<file path="src/rtl/lzrw1_stream_parser.sv">
// lzrw1_stream_parser: splits an LZRW1 byte stream into literal/copy items for a decompressor.
// Optional LZRW1_PARSER_ERR_CHECK_EN flags zero-offset copies and truncated blocks on err.
module lzrw1_stream_parser #(
  parameter int GROUP_SIZE = 16
) (
  input  logic        clock,
  input  logic        reset,
  input  logic [7:0]  in_byte,
  input  logic        in_valid,
  input  logic        in_last,
  output logic        in_ready,
  output logic [15:0] dec_data,
  output logic        dec_ctrl,
  output logic        dec_valid,
  input  logic        dec_busy,
  output logic        block_done,
  output logic        err
);
  typedef enum logic [2:0] {CTRL_LO, CTRL_HI, ITEM_B0, ITEM_B1, ISSUE} state_t;
  state_t      state, state_d;
  logic [15:0] ctrl, hold;
  logic [3:0]  idx;
  logic        hold_ctrl, last_pend, trunc_done;
  logic        fire, is_copy, end_grp, trunc, drop, xfer;
  assign in_ready   = !reset && state != ISSUE;
  assign fire       = in_valid && in_ready;
  assign is_copy    = ctrl[idx];
  assign end_grp    = idx == 4'(GROUP_SIZE - 1);
  assign xfer       = !reset && state == ISSUE && !dec_busy;
  assign dec_valid  = xfer;
  assign dec_data   = state == ISSUE ? hold : 16'h0000;
  assign dec_ctrl   = state == ISSUE && hold_ctrl;
  assign block_done = (xfer && last_pend) || trunc_done;
  assign trunc      = fire && in_last &&
                      (state == CTRL_LO || state == CTRL_HI || (state == ITEM_B0 && is_copy));
`ifdef LZRW1_PARSER_ERR_CHECK_EN
  logic err_q;
  assign drop = fire && state == ITEM_B1 && {hold[11:8], in_byte} == 12'd0;
  assign err  = err_q;
  always_ff @(posedge clock or posedge reset)
    if (reset) err_q <= 1'b0;
    else if (trunc || drop) err_q <= 1'b1;
`else
  assign drop = 1'b0;
  assign err  = 1'b0;
`endif
  always_comb begin
    state_d = state;
    case (state)
      CTRL_LO: if (fire) state_d = in_last ? CTRL_LO : CTRL_HI;
      CTRL_HI: if (fire) state_d = in_last ? CTRL_LO : ITEM_B0;
      ITEM_B0: if (fire) state_d = !is_copy ? ISSUE : in_last ? CTRL_LO : ITEM_B1;
      ITEM_B1: if (fire) state_d = !drop ? ISSUE : (end_grp || in_last) ? CTRL_LO : ITEM_B0;
      ISSUE:   if (xfer) state_d = (end_grp || last_pend) ? CTRL_LO : ITEM_B0;
      default: state_d = CTRL_LO;
    endcase
  end
  always_ff @(posedge clock or posedge reset)
    if (reset) state <= CTRL_LO;
    else state <= state_d;
  always_ff @(posedge clock or posedge reset) begin
    if (reset) begin
      ctrl       <= 16'h0000;
      hold       <= 16'h0000;
      idx        <= 4'd0;
      hold_ctrl  <= 1'b0;
      last_pend  <= 1'b0;
      trunc_done <= 1'b0;
    end else begin
      // a dropped item that ends the block still closes it
      trunc_done <= trunc || (drop && in_last);
      if (fire) begin
        case (state)
          CTRL_LO: ctrl[7:0] <= in_byte;
          CTRL_HI: begin
            ctrl[15:8] <= in_byte;
            idx        <= 4'd0;
          end
          ITEM_B0: if (!is_copy) begin
            hold      <= {8'h00, in_byte};
            hold_ctrl <= 1'b0;
            last_pend <= in_last;
          end else begin
            hold[15:8] <= in_byte;
            if (in_last) idx <= 4'd0;
          end
          ITEM_B1: begin
            hold[7:0] <= in_byte;
            hold_ctrl <= 1'b1;
            if (drop) idx <= (end_grp || in_last) ? 4'd0 : idx + 4'd1;
            else last_pend <= in_last;
          end
          default: ;
        endcase
      end
      if (xfer) begin
        idx       <= (end_grp || last_pend) ? 4'd0 : idx + 4'd1;
        last_pend <= 1'b0;
      end
    end
  end
endmodule

</file>
<file path="config.mk">
export PLATFORM = sky130hd
export DESIGN_NAME = lzrw1_stream_parser
export DESIGN_NICKNAME = d
export VERILOG_FILES = /design/src/rtl/lzrw1_stream_parser.sv
export SDC_FILE = /design/constraint.sdc
export NUM_CORES = 1
export LEC_CHECK = 0
export ABC_AREA = 1
export ABC_CLOCK_PERIOD_IN_PS = 2000
export BUFFER_PORTS_ARGS = -buffer_cell sky130_fd_sc_hd__clkbuf_2
export CORE_AREA = 5 5 101 103
export CTS_CLUSTER_DIAMETER = 100
export DETAILED_ROUTE_END_ITERATION = 8
export DIE_AREA = 0 0 106 108
export HOLD_SLACK_MARGIN = 0.05
export SLEW_MARGIN = 20
export SYNTH_ARGS = -nofsm -noshare
export SYNTH_HDL_FRONTEND = slang
export SYNTH_SLANG_ARGS = --single-unit
</file>
<file path="constraint.sdc">
create_clock -name clock -period 2 [get_ports clock]
set_input_delay 0 -clock clock [delete_from_list [all_inputs] [get_ports clock]]
set_output_delay 0 -clock clock [all_outputs]
set_load 0.02 [all_outputs]
</file>
== Word level (Yosys, flattened, before mapping) ==
Cells that the tools add are included.

* Div/mod/pow operators: 0
* Muxes and demuxes: 29
* Order comparisons: 1
* Shift operators: 0
* Reduce and logical (&&, ||, !) cells: 27
* Add/sub/neg operators: 1
* Equal/unequal tests: 15
* Bitwise gates (word level): 0
* $mul: 0

{| class="wikitable"
|+ Operator list
! operator !! count
|-
| 4-bit two-way mux || 5
|-
| 3-bit two-way mux || 6
|-
| 16-bit two-way mux || 1
|-
| 8-bit two-way mux || 2
|-
| 8-bit case mux with 2 select lines || 1
|-
| 3-bit case mux with 5 select lines || 1
|-
| 2-bit != test (second input constant) || 6
|-
| 3-bit != test (second input constant) || 4
|-
| 1-bit logical AND || 9
|-
| 4-bit case mux with 2 select lines || 1
|-
| 3-bit by 2-bit == test with 1-bit output (second input constant) || 2
|-
| 1-bit two-way mux || 6
|-
| 2-bit two-way mux || 3
|-
| 2-bit AND reduction || 3
|-
| 3-bit AND reduction || 2
|-
| 3-bit nonzero test || 2
|-
| 4-bit by 5-bit less-than comparator with 1-bit output (second input constant) || 1
|-
| 5-bit AND reduction || 1
|-
| 4-bit by 1-bit adder with 4-bit output (second input constant) || 1
|-
| 1-bit binary-select mux with 4-bit select || 1
|-
| 4-bit == test (second input constant) || 1
|-
| 1-bit logical OR || 4
|-
| 1-bit case mux with 2 select lines || 2
|-
| 4-bit AND reduction || 1
|-
| other kinds (5) || 7
|}

* Logic and storage cells: 82
* Memory bits (read-only): 0
* Memories kept: 0
* Input bits: 13
* Latch bits: 0
* Bits in registers: 42
* Bits in writable memories: 0
* Output and inout port bits: 21

== Logic depth before layout (Yosys ltp) ==
Gate-level depths: netlist (run 1).

* Word-level depth: 6
* Depth in mapped cells: 12

== Worst setup path after synthesis (run 1) ==
Ideal clock, no wire load.

* Kind: register -> register
* From: reg idx[0]
* To: reg state[2]
* Slack: 544 ps
* Arrival: 1327 ps
* Cell stages (with the launch flop): 11
* Path through: dfrtp_1 buf_4 nor2_1 nor2_1 nor2_1 nand2_1 nand2_2 nand2_4 nand2_4 buf_6 o21ai_2

* Longest elaborated chain between the ends: 5

{| class="wikitable"
|+ Ends and longest elaborated chain
! what !! RTL line !! source
|-
| from (decl) || 22 || <nowiki>logic [3:0] idx;</nowiki>
|-
| from (signal assigned) || 90 || <nowiki>if (drop) idx <= (end_grp || in_last) ? 4'd0 : idx + 4'd1;</nowiki>
|-
| from (signal assigned) || 97 || <nowiki>idx <= (end_grp || last_pend) ? 4'd0 : idx + 4'd1;</nowiki>
|-
| 1-bit binary-select mux with 4-bit select || 27 || <nowiki>assign is_copy = ctrl[idx];</nowiki>
|-
| 1-bit two-way mux (implied by the code) || 27 ||
|-
| 3-bit two-way mux (2 in series) || 52 || <nowiki>ITEM_B0: if (fire) state_d = !is_copy ? ISSUE : in_last ? CTRL_LO : ITEM_B1;</nowiki>
|-
| 3-bit case mux with 5 select lines || 49 || <nowiki>case (state)</nowiki>
|-
| to (signal assigned) || 60 || <nowiki>else state <= state_d;</nowiki>
|-
| to (decl) || 20 || <nowiki>state_t state, state_d;</nowiki>
|}

No other way between the ends. The select of a mux whose other input is x is not followed.
A chain may end at the register's enable or synchronous reset.

== Worst setup path after layout (run 1) ==
* From: reg idx[0]
* To: reg hold[6]

* Longest elaborated chain between the ends: 4

{| class="wikitable"
|+ Ends and longest elaborated chain
! what !! RTL line !! source
|-
| 1-bit binary-select mux with 4-bit select || 27 ||
|-
| 1-bit two-way mux (implied by the code) || 27 ||
|-
| 2-bit != test (no source line) || - ||
|-
| 3-bit AND reduction (no source line) || - ||
|-
| to (signal assigned) || 80 || <nowiki>hold <= {8'h00, in_byte};</nowiki>
|-
| to (signal assigned) || 88 || <nowiki>hold[7:0] <= in_byte;</nowiki>
|-
| to (decl) || 21 || <nowiki>logic [15:0] ctrl, hold;</nowiki>
|}

No other way between the ends. The select of a mux whose other input is x is not followed.

==> results of run 1 <==
-- tightest hold or removal path, cell delays in order --
cell	delay, ps
clkbuf_2	100
nand2_4	110
inv_4	60
nand2_1	60
a21oi_1	40
-- final timing paths --
check | startpoint | endpoint | slack, ps | cells after the start
hold reg to reg | hold[2] | hold[2] | 490 | 2
max in group asynchronous | reset | ctrl[1] | 1170 | 4
hold / removal | in_valid | trunc_done | 110 | 5
setup / recovery | idx[0] | hold[6] | 210 | 11
setup reg to reg | idx[0] | hold[6] | 210 | 11
min in group asynchronous | reset | trunc_done | 470 | 4
-- stage by stage --
stage                     std cells  setup WS (ps)
after CTS                       450            210
final                           450            208
after detailed placement        432            235
after global placement          432            276
after floorplan                 294            544
after global routing            450           10.2
-- cells in the mapped netlist --
library cell and n:
nand2_1 92, dfrtp_1 42, inv_1 42, nor2_1 31, o21ai_1 25, nand3_1 10, o21ai_2 9, inv_2 5
buf_2 4, nand2_4 4, a21oi_1 3, buf_4 3, nand2_2 3, a21oi_4 2, nor3_1 2, o21ai_0 2
buf_6 1, clkbuf_1 1, clkinv_1 1, conb_1 1, ha_1 1, inv_4 1, nand3_2 1, nand4_1 1
nor2_4 1, nor3_4 1, o211ai_1 1, o21bai_1 1, o22ai_1 1, or2_2 1, xor2_1 1
-- routing by layer --
layer  wire, µm  global-route usage (%)
met3        177                    2.21
met1       2420                    11.7
met4        105                    4.90
met2       2320                    16.2
met5          0                       0
-- logic make-up (layout without fill, tap and decap cells) --
logic type / Yosys count / count (layout) / synth area share [%]
simple gates: 147 / 147 / 28.4
fa+ha+maj: 1 / 1 / 0.559
compound gates: 44 / 44 / 12.6
flops: 42 / 42 / 47.0
buf+inv: 58 / 103 / 10.9
other cells: 1 / 1 / 0.168
xor+xnor: 1 / 1 / 0.391
-- power by group --
part           switching [mW]  internal (mW)
Combinational           0.834          0.486
Sequential              0.238           1.18
Clock                   0.282          0.239
Total                    1.35           1.91
-- layout make-up --
cell class | count | area share, %
clock buffer | 6 | 2.69
clock inverter | 1 | 0.278
inverter | 49 | 6.90
multi-input combinational | 194 | 34.9
sequential | 42 | 38.9
tap | 111 | 5.14
timing repair buffer | 47 | 11.1
-- registers in the layout, indices dropped and copies added (netlist names) --
| name | flops |
|---|---|
| last_pend | 1 |
| trunc_done | 1 |
| idx | 4 |
| state | 3 |
| ctrl | 16 |
| hold_ctrl | 1 |
| hold | 16 |
-- repair_timing --
item,in CTS,in global routing
resized for setup,0,0
hold buffers,11,0
hold endpoints to repair,77,0
-- cells in the final DEF, fill, tap and decap left out, types with 2 or more instances in the layout --
master,Yosys,final
buf_4,3,4
nor2_1,31,31
inv_2,5,5
dlygate4sd3_1,0,11
o21ai_2,9,9
nand3_1,10,10
inv_1,42,42
a21oi_1,3,3
o21ai_0,2,2
nor3_1,2,2
a21oi_4,2,2
dfrtp_1,42,42
nand2_4,4,4
nand2_2,3,3
nand2_1,92,92
o21ai_1,25,25
clkbuf_2,0,32
clkbuf_8,0,5
==> results by group, run 1 <==
Logic synthesis
  – Syn nets: 308
  – Main area contributors after synthesis: dfrtp_1, nand2_1, inv_1, o21ai_1, nor2_1
  – Synthesis Warnings: 0
  – Cells after Synth: 294
  – Synthesized area: 0.00224 mm²
  – Most area-hungry cell type in the Yosys netlist: dfrtp_1
  – Yosys top cell area share: 47.0%
  – Avg Cell Area, Syn: 7.61 µm²
  – Netlist cell types: 31
  – Sequential area share after synthesis: 47.0%
  – Flops & latches, synth: 42

STA
  – RSZ-0062 raised after global routing: no
  – Minimum clock period: 1790 ps
  – Fmax: 0.558 GHz
  – Slew HR: 64.8%
  – Final cycle utilization of the critical path: 89.6%
  – Finish-stage setup viols: 0
  – Worst slew pin tran: 528 ps
  – Setup TNS: 0 ps
  – Clk_skew: 4.39 ps
  – Hold WS: 109 ps
  – Hold Vio Cnt, Final: 0
  – Max-slew violations: 0

Power and ir drop
  – VDD IR max: 323 µV
  – Overall power: 3.26 mW
  – Leak pwr: 1.40 nW
  – PwrDens: 1210 mW/mm²

Clock tree
  – Clock Latency Late Sink: 290 ps
  – Num CTS Buffers: 5
  – Clk pin slew, worst setup/hold paths: 80 ps
  – Max clock buf depth: 2
  – Root buffer cell: clkbuf_8
  – Post-CTS setup buffers: 0
  – CTS tree: built
  – H-tree Lvls: 2
  – CTS Sinks: 42

Worst setup path
  – Max incr delay on CP: 520 ps
  – Critical path buffers and inverters: 1
  – Critical path's top delay family: simple AND/OR/NAND/NOR gates
  – Worst setup EP type: register
  – Startpoint types: register
  – CP cell instances: inv_2 -> nand2_1 -> nand3_1 -> nand2_1 -> nor2_1 -> nand2_1 -> nand2_2 -> nand2_4 -> nand2_4 -> nand2_1 -> o21ai_2
  – CP required: 2220 ps
  – CP most frequent cell: nand2_1
  – Worst Setup Path Type: register to register
  – Critical path's slowest cell: dfrtp_1
  – WP data arrival: 2010 ps
  – Worst Path Max Fanout: 18

Detailed routing
  – Wire per inst: 11.2 µm
  – Via count: 1906
  – Total detailed-routing wirelength: 5020 µm
  – DRC violations left: 0
  – Via-to-Cell Ratio: 4.24
  – 1st-iter DRT viols: 81
  – DRT antenna net count: 0
  – TritonRoute pass-1 iters: 4

Place
  – Routability cong.: 0.807
  – Post-DP Area: 0.00251 mm²
  – Buffers on Ports: 32
  – Post-DP HPWL: 3750 µm

Global route
  – Initial antenna violation count: 0
  – First-pass GRT wire length: 8870 µm
  – GRT Residual Overflow: 0
  – Largest net degree at the start of global routing: 43
  – Total track usage: 9.64%
  – Vias in the first global route: 1918

Worst hold path
  – Type of the most critical hold path: input pin to register

Flow run
  – Max-cap violations: 0

Die
  – Starting density of the core: 24.6%
  – Rows: 35
  – Die Y: 108 µm
  – Die ar.: 0.0114 mm²
  – Top Ports: 34
  – Core ar.: 0.00911 mm²
  – Die width: 106 µm

Final layout
  – FILL cells: 1001
  – Area Growth Syn to Fin: 20.6%
  – Reg area: 0.00105 mm²
  – Fraction of layout cells with a size suffix above 1: 20.6%
  – Fin util: 29.6%
  – Design area: 0.00270 mm²
  – Inserted Diodes: 0
  – Area of the multi-input gates: 943 µm²
  – Final nets: 353

Outcome
  – Status: finished clean
No activity file was read; power rests on OpenSTA's default activity.
==> run 2: changes to the inputs <==
--- a/config.mk
+++ b/config.mk
@@ -7,12 +7,13 @@
 export LEC_CHECK = 0
 export ABC_AREA = 1
 export ABC_CLOCK_PERIOD_IN_PS = 2000
-export BUFFER_PORTS_ARGS = -buffer_cell sky130_fd_sc_hd__clkbuf_2
 export CORE_AREA = 5 5 101 103
 export CTS_CLUSTER_DIAMETER = 100
 export DETAILED_ROUTE_END_ITERATION = 8
 export DIE_AREA = 0 0 106 108
+export DONT_BUFFER_PORTS = 1
 export HOLD_SLACK_MARGIN = 0.05
+export RECOVER_POWER = 25
 export SLEW_MARGIN = 20
 export SYNTH_ARGS = -nofsm -noshare
 export SYNTH_HDL_FRONTEND = slang
==> run 2 against run 1 <==
Net effect:
- power decreased by 1.5%
- non-clock buffer count decreased by 28
- utilization decreased by 1.3 points
- wire length decreased by 4.1%
- worst setup slack got worse by 69 ps
- die area unchanged
- register-to-register slack got worse by 70 ps
- combinational power decreased by 3%
- sequential power about the same
- fmax decreased by 3.7%
- critical path type unchanged
==> results by group, run 2 (synthesis results as in run 1) <==
STA
  – Minimum clock period: 1860 ps
  – RSZ-0062 raised after global routing: no
  – Worst slew pin tran: 1040 ps
  – Slew HR: 30.4%
  – Finish-stage setup viols: 0
  – Max-slew violations: 0
  – Clk_skew: 6.29 ps
  – Fmax: 0.537 GHz
  – Setup TNS: 0 ps
  – Hold Vio Cnt, Final: 0
  – Final cycle utilization of the critical path: 93.0%
  – Post-route setup slack: 139 ps

Die
  – Starting density of the core: 24.6%
  – Rows: 35
  – Die width: 106 µm
  – Core ar.: 0.00911 mm²
  – Die Y: 108 µm
  – Die ar.: 0.0114 mm²
  – Top Ports: 34

Worst setup path
  – WP data arrival: 2080 ps
  – Critical path buffers and inverters: 3
  – Startpoint types: register
  – CP required: 2220 ps
  – CP cell instances: nand3_2 -> inv_2 -> nor2_4 -> nand2_4 -> inv_4 -> nand2_1 -> dlygate4sd3_1 -> a21oi_1
  – Critical path's slowest cell: dlygate4sd3_1
  – Worst setup EP type: register
  – Max incr delay on CP: 550 ps
  – Critical path's top delay family: buffers and inverters
  – Worst Setup Path Type: register to register
  – Worst Path Max Fanout: 6

Clock tree
  – Clock Latency Late Sink: 290 ps
  – Root buffer cell: clkbuf_8
  – Num CTS Buffers: 5
  – Max clock buf depth: 2
  – CTS tree: built
  – Clk pin slew, worst setup/hold paths: 80 ps
  – CTS Sinks: 42
  – H-tree Lvls: 2

Global route
  – Initial antenna violation count: 0
  – Vias in the first global route: 1899
  – Largest net degree at the start of global routing: 43
  – First-pass GRT wire length: 8740 µm
  – Total track usage: 9.44%
  – GRT Residual Overflow: 0

Place
  – # placed instances: 402
  – Routability cong.: 0.811
  – Post-Place Worst Slack: 233 ps
  – Post-DP HPWL: 3540 µm
  – Buffers on Ports: 0

Detailed routing
  – DRC violations left: 0
  – TritonRoute pass-1 iters: 4
  – DRT antenna net count: 0
  – 1st-iter DRT viols: 80
  – Total detailed-routing wirelength: 4820 µm
  – Via-to-Cell Ratio: 4.27
  – Via count: 1804
  – Wire per inst: 11.4 µm

Power and ir drop
  – Leak pwr: 1.28 nW
  – PwrDens: 1240 mW/mm²
  – Overall power: 3.21 mW
  – VDD IR max: 438 µV

Outcome
  – Status: finished clean

Final layout
  – Inserted Diodes: 0
  – Regs by FF count: ctrl x16, hold x16, idx x4
  – Most frequent cells in the layout: nand2_1, inv_1, dfrtp_1
  – Final nets: 325
  – Fraction of layout cells with a size suffix above 1: 13.8%
  – Area Growth Syn to Fin: 15.4%
  – Reg area: 0.00105 mm²
  – FILL cells: 1001
  – Area of the multi-input gates: 952 µm²
  – Final Non-Filler Cells: 422
  – Commonest non-fill, non-tap cell in the layout: nand2_1

Flow run
  – Max-cap violations: 0

Worst hold path
  – Type of the most critical hold path: input pin to register
run 2: cell types whose count changed in the layout (fill, tap and decap cells not counted), moves of 2 or more:
| cell | change |
|---|---|
| clkbuf_2 | -31 |
| clkinv_2 | +2 |
| dfrtp_1 | -2 |
| dfrtp_2 | +2 |
| dlygate4sd3_1 | +2 |
run 2: worst paths after layout:
check,startpoint,to,slack (ps),cells past startpoint
min in group asynchronous,reset,idx[2],590,3
hold reg to reg,last_pend,last_pend,480,2
max in group asynchronous,reset,state[2],710,3
setup reg to reg,state[2],trunc_done,140,8
hold / removal,reset,state[1],90,4
setup / recovery,state[2],trunc_done,140,8
run 2: routing by layer:
metal	global-route usage [%]	part of all wire [%]	vias up
li1	-	-	928
met1	11.8	48	841
met2	15.2	45	27
met3	2.75	4.1	8
met4	4.16	2.1	0
met5	0	0	-
run 2: tightest hold or removal path, delay by kind of cell:
kind | cells | cell delay (ps)
compound gates | 1 | 190
simple gates | 3 | 170
run 2: cell type report:
class                      count  share of cell area (%)
tap                          111                    5.38
clock inverter                 2                   0.388
multi-input combinational    194                    36.9
sequential                    42                    40.8
clock buffer                   5                    2.66
timing repair buffer          19                    6.69
inverter                      49                    7.22
run 2: power breakdown:
group	total, mW	switching (mW)	internal, mW
combinational	1.28	0.816	0.463
clock	0.516	0.281	0.234
sequential	1.42	0.231	1.19
total	3.21	1.33	1.88
run 2: repair_timing:
item,in CTS,in global routing
endpoints found under the hold margin,83,0
setup buffers,0,0
endpoints found under the setup margin,0,9
gates resized for setup,0,3
hold buffers,13,0
run 2: stage by stage:
| step | utilization [%] | area, µm² | hold slack, ps |
|---|---|---|---|
| global route | 28.4 | 2580 | 100 |
| floorplan | - | 2240 | 39.9 |
| finish | 28.4 | 2580 | 88.1 |
| detailed placement | 26.0 | 2360 | 44.1 |
| global placement | 26.0 | 2360 | 43.2 |
| CTS | 28.3 | 2570 | 70.1 |
